`src/rtl/regfile_pkg.sv`:
```
// Shared types and default sizes for the one-hot-write register file.
// Optional same-cycle write-to-read bypass is enabled with REGFILE_BYPASS_EN.
package regfile_pkg;

    localparam int unsigned REG_WIDTH = 64;
    localparam int unsigned REG_COUNT = 32;
    localparam int unsigned XZR_IDX   = REG_COUNT - 1;

    typedef logic [REG_WIDTH-1:0]         reg_word_t;
    typedef logic [$clog2(REG_COUNT)-1:0] reg_addr_t;

endpackage : regfile_pkg

```
`src/rtl/regfile_word.sv`:
```
// One storage word of the register file: load on enable, asynchronous
// active-low clear.
module regfile_word #(
    parameter int unsigned WIDTH = 64
) (
    input  logic             clk,
    input  logic             reset_n,
    input  logic             en,
    input  logic [WIDTH-1:0] d,
    output logic [WIDTH-1:0] q
);

    logic [WIDTH-1:0] data_d;
    logic [WIDTH-1:0] data_q;

    // Next-state: hold unless enabled.
    always_comb begin
        data_d = data_q;
        if (en) begin
            data_d = d;
        end
    end

    // Storage flop with asynchronous clear.
    always_ff @(posedge clk or negedge reset_n) begin
        if (!reset_n) begin
            data_q <= '0;
        end else begin
            data_q <= data_d;
        end
    end

    assign q = data_q;

endmodule : regfile_word

```
`src/rtl/regfile_onehot_wr.sv`:
```
// Register file with a one-hot write-enable vector, two combinational read
// ports, a hardwired-zero top register, a sticky multi-hot error flag and a
// saturating committed-write counter.
// Define REGFILE_BYPASS_EN to forward same-cycle write data to the read ports.
module regfile_onehot_wr
    import regfile_pkg::*;
#(
    parameter  int unsigned WIDTH = REG_WIDTH,
    parameter  int unsigned NREGS = REG_COUNT,
    localparam int unsigned AW    = $clog2(NREGS)
) (
    input  logic             clk,
    input  logic             reset_n,
    input  logic [NREGS-1:0] wr_en_oh,
    input  logic [WIDTH-1:0] wr_data,
    input  logic [AW-1:0]    rd_addr_a,
    input  logic [AW-1:0]    rd_addr_b,
    output logic [WIDTH-1:0] rd_data_a,
    output logic [WIDTH-1:0] rd_data_b,
    output logic             oh_err,
    output logic [15:0]      wr_count
);

    localparam logic [AW-1:0] ZERO_ADDR = AW'(NREGS - 1);

    logic             multi_hot;
    logic             one_hot;
    logic             commit;
    logic [WIDTH-1:0] regs [NREGS];

    logic             oh_err_d;
    logic             oh_err_q;
    logic [15:0]      wr_count_d;
    logic [15:0]      wr_count_q;

    // Enable-vector classification: multi-hot, exactly one-hot, real commit.
    always_comb begin
        multi_hot = |(wr_en_oh & (wr_en_oh - NREGS'(1)));
        one_hot   = (|wr_en_oh) & ~multi_hot;
        commit    = one_hot & ~wr_en_oh[NREGS-1];
    end

    // Storage words; the top index is the zero register and has no storage.
    for (genvar i = 0; i < NREGS - 1; i++) begin : g_word
        regfile_word #(.WIDTH(WIDTH)) u_word (
            .clk     (clk),
            .reset_n (reset_n),
            .en      (wr_en_oh[i] & ~multi_hot),
            .d       (wr_data),
            .q       (regs[i])
        );
    end

    assign regs[NREGS-1] = '0;

    // Read muxes with optional same-cycle forwarding of write data.
    always_comb begin
        rd_data_a = regs[rd_addr_a];
        rd_data_b = regs[rd_addr_b];
`ifdef REGFILE_BYPASS_EN
        if (one_hot && wr_en_oh[rd_addr_a] && (rd_addr_a != ZERO_ADDR)) begin
            rd_data_a = wr_data;
        end
        if (one_hot && wr_en_oh[rd_addr_b] && (rd_addr_b != ZERO_ADDR)) begin
            rd_data_b = wr_data;
        end
`else
        if (rd_addr_a == ZERO_ADDR) begin
            rd_data_a = '0;
        end
        if (rd_addr_b == ZERO_ADDR) begin
            rd_data_b = '0;
        end
`endif
    end

    // Sticky error flag and saturating write counter next-state.
    always_comb begin
        oh_err_d   = oh_err_q | multi_hot;
        wr_count_d = wr_count_q;
        if (commit && (wr_count_q != '1)) begin
            wr_count_d = wr_count_q + 16'd1;
        end
    end

    // Status flops with asynchronous clear.
    always_ff @(posedge clk or negedge reset_n) begin
        if (!reset_n) begin
            oh_err_q   <= 1'b0;
            wr_count_q <= '0;
        end else begin
            oh_err_q   <= oh_err_d;
            wr_count_q <= wr_count_d;
        end
    end

    assign oh_err   = oh_err_q;
    assign wr_count = wr_count_q;

endmodule : regfile_onehot_wr
```
`config.mk`:
```
export PLATFORM = sky130hd
export DESIGN_NAME = regfile_onehot_wr
export DESIGN_NICKNAME = d
export VERILOG_FILES = /design/src/rtl/regfile_pkg.sv /design/src/rtl/regfile_word.sv /design/src/rtl/regfile_onehot_wr.sv
export SDC_FILE = /design/constraint.sdc
export NUM_CORES = 2
export LEC_CHECK = 0
export CAP_MARGIN = 20
export CORE_AREA = 2 2 598 362
export DETAILED_ROUTE_END_ITERATION = 10
export DIE_AREA = 0 0 600 364
export PLACE_DENSITY_LB_ADDON = 0.08
export SLEW_MARGIN = 20
export SYNTH_ARGS = -nofsm -noshare
export SYNTH_HDL_FRONTEND = slang
export SYNTH_SLANG_ARGS = --single-unit
```
`constraint.sdc`:
```
create_clock -name clk -period 9.9 [get_ports clk]
set_clock_uncertainty 0.05 [all_clocks]
set_input_delay 2.475 -clock clk [delete_from_list [all_inputs] [get_ports clk]]
set_output_delay 2.475 -clock clk [all_outputs]
set_load 0.01 [all_outputs]
```
==> qor.txt <==
FLOORPLANNING
----------------------------------------------------------------------------------
Vertical die dimension ..............................................  364 microns
Total die area ...................................................... 218000 sq um
Total number of placement rows ......................................          132
Initial standard-cell utilization of the core .......................        0.496
Number of ports placed on the die boundary ..........................          253
Area of the core .................................................... 214000 sq um
Die X-Extent ........................................................  600 microns

CLOCK TREE
----------------------------------------------------------------------------------
Maximum buffer depth of the clock tree ..............................            4
Number of levels in the clock H-tree ................................            4
Clk root buf ........................................................ sky130_fd_sc_hd__clkbuf_16
Hold-fix buffers, CTS ...............................................            0
CTS tree ............................................................        built
Clock-pin slew on the worst setup and hold paths ....................        60 ps
Number of buffers inserted to repair setup after CTS ................            0
Post-cts sizing count ...............................................            0
Number of buffers created by CTS ....................................          203
Clock network latency to the later pin of the worst-skew pair .......       850 ps
Clock sinks .........................................................         2001

FINISH
----------------------------------------------------------------------------------
Area used by multi-input combinational logic ........................  53500 sq um
Number of filler instances in the final layout ......................        16800
Number of nets at the end of the flow ...............................         6521
Commonest non-fill, non-tap cell in the layout ...................... sky130_fd_sc_hd__dfrtp_1
Commonest cells after routing, fill and taps aside .................. sky130_fd_sc_hd__dfrtp_1, sky130_fd_sc_hd__mux4_2, sky130_fd_sc_hd__mux2_1, sky130_fd_sc_hd__mux2_2, sky130_fd_sc_hd__clkdlybuf4s50_1
Fraction of final layout cells sized beyond drive strength 1 ........        0.404
Register Area .......................................................  50100 sq um
Syn-to-layout area delta ............................................        11.6%

STA
----------------------------------------------------------------------------------
Transition time at the pin with the least slew margin ...............      1180 ps
Period utilization ..................................................        0.824
Final Hold Vio Count ................................................            0
Final max-slew violation count ......................................            0
Sum Neg Setup Slack .................................................         0 ps
Final number of setup-violating endpoints ...........................            0
Final worst path period need ........................................      8150 ps
Setup repair after global routing missed its margin .................           no
Highest achievable clock rate .......................................      123 MHz
Worst max-slew margin expressed relative to the limit ...............        0.211

PLACE
----------------------------------------------------------------------------------
Final estimated routing congestion in global placement ..............        0.805
Input/output buffers ................................................          252
HPWL reported at the end of detailed placement ......................       179 mm

ROUTING
----------------------------------------------------------------------------------
Routed WL ...........................................................       328 mm
Total DRC errors in the routed layout ...............................            0
Via count ...........................................................        63200
Vias per inst .......................................................         6.68
Detailed router's first-iteration violation count ...................         5459
Length of the first detailed-routing pass in iterations .............            5
Average routed wire per standard cell ............................... 34.7 microns
Remaining number of nets flagged by the antenna check after routing .            0

SETUP PATH
----------------------------------------------------------------------------------
Kind of launch point of the worst setup path ........................   input port
Crit. End Element ...................................................  output port
Data required time of the critical path .............................      7380 ps
Minimum setup slack among reg-to-reg paths ..........................      7420 ps
Largest fanout on the critical path .................................           58
CP Class ............................................................ input port to output port
Arrival time of the worst setup path ................................      5630 ps
Crit path launch .................................................... rd_addr_a[0]
Worst R2R End ....................................................... wr_count[11]
Crit Reg-Reg Startpoint .............................................  wr_count[7]
Capture point of the worst path ..................................... rd_data_a[37]
Reg2Reg Depth .......................................................            7

YOSYS
----------------------------------------------------------------------------------
Number of synthesis warnings ........................................            0
Dominant register cell in the synthesized netlist ................... sky130_fd_sc_hd__dfrtp_1
Synthesized Nets ....................................................         6615
Average cell area after synthesis ...................................   16.3 sq um
Part of the Yosys area used for sequential elements .................        0.472
Synth cell types ....................................................           52
Number of enable-type register cells in the synthesized netlist .....            0
Seq cells post-synth ................................................         2001
Synth async-reset ratio .............................................         1.00
Number of instances in the synthesized netlist ......................         6506
Netlist area before placement ....................................... 106000 sq um

WORST HOLD PATH
----------------------------------------------------------------------------------
Min-Delay Startpoint ................................................       oh_err
HP Class ............................................................ register to register

POWER AND IR DROP
----------------------------------------------------------------------------------
Leakage power summed over all cells .................................      55.7 nW
Worst ir drop on vdd ................................................     0.143 mV
Final Total Pwr .....................................................     0.0173 W
Pwr dens ............................................................  146 nW/um^2

GLOBAL ROUTE
----------------------------------------------------------------------------------
Number of global-route vias before repair ...........................        65600
Total Routing Usage GR ..............................................        0.306
Maximum number of pins on one net before global-route repair ........          177
First-pass GRT wire length ..........................................       483 mm
Number of antenna violations at the first check in global routing ...           14
GRT Residual Overflow ...............................................            0

OUTCOME
----------------------------------------------------------------------------------
Status .............................................................. finished, final reports clean

JOB
----------------------------------------------------------------------------------
Max Cap Viol ........................................................            0

## worst min-delay path by stage
stage                                          to  slack (ps)  cells past startpoint
after global placement                     oh_err         420                      1
after detailed placement                   oh_err         430                      1
final                                      oh_err         440                      1
after global routing      g_word[14].u_word.q[37]         470                      1
after floorplan           g_word[10].u_word.q[10]         430                      1
after CTS                                  oh_err         450                      1
## sequential cells by signal, summed over array words and instances, names as in the netlist
register,count
g_word.u_word.q,1984
wr_count,16
oh_err,1
## through the flow
step | utilization | std cells | setup WS, ps | instance area [sq um] | hold WS, ps
5_1_grt | 0.554 | 9449 | 1630 | 118000 | 470
6_report | 0.554 | 9452 | 1750 | 118000 | 440
4_1_cts | 0.554 | 9443 | 1720 | 118000 | 446
3_5_place_dp | 0.522 | 9086 | 1730 | 112000 | 430
3_3_place_gp | 0.522 | 9086 | 1770 | 112000 | 420
2_1_floorplan | - | 6506 | 2490 | 106000 | 426
## critical path, stage by stage
cell and delay [ps]:
sky130_fd_sc_hd__buf_8 540, sky130_fd_sc_hd__buf_12 420, sky130_fd_sc_hd__mux4_2 590, sky130_fd_sc_hd__mux4_2 460
sky130_fd_sc_hd__mux2_2 350, sky130_fd_sc_hd__clkdlybuf4s50_1 520
## cell usage after synthesis (all sizes together), types with 5 or more instances
cell,count,share of area
and3,7,0.00041
buf,238,0.010
clkbuf,462,0.016
dfrtp,2001,0.47
mux2,2114,0.22
mux2i,128,0.012
mux4,1152,0.24
nand2,164,0.0071
nand3,10,0.00047
nand4,6,0.00035
nor2,17,0.00060
nor3,11,0.00052
nor4,6,0.00047
o21ai,131,0.0062
xnor2,5,0.00041
xor2,9,0.00074
## kinds of logic (layout without fill, tap and decap cells)
group,after synthesis,after routing,synth area share
other,0,7,0
DFF,2001,2001,0.472
muxes,3394,3394,0.481
buffers and inverters,703,761,0.0268
AOI/OAI and AO/OA,153,153,0.00782
xor gates and xnor gates,14,14,0.00116
and+or+nand+nor,239,239,0.0111
adders and majority gates,2,2,0.000212
## metal layers
layer | global-route usage | wire length (microns)
met1 | 0.456 | 147000
met2 | 0.470 | 152000
met3 | 0.0517 | 20300
met4 | 0.0766 | 8470
met5 | 0 | 0
## area by class of cell
cell class,count,area share
Timing Repair Buffer,401,0.0371
Multi-Input combinational cell,3802,0.451
Antenna cell,7,0.000148
Clock buffer,298,0.0508
Sequential cell,2001,0.423
Inverter,3,0.0000951
Clock inverter,59,0.00729
Tap cell,2881,0.0304
## report_power, final
part / total (W) / switching (W) / internal (W)
clock: 0.00817 / 0.00341 / 0.00477
sequential: 0.00818 / 0.000000653 / 0.00818
combinational: 0.000998 / 0.000698 / 0.000300
total: 0.0173 / 0.00411 / 0.0132
Power figures use the tool's default switching activity.
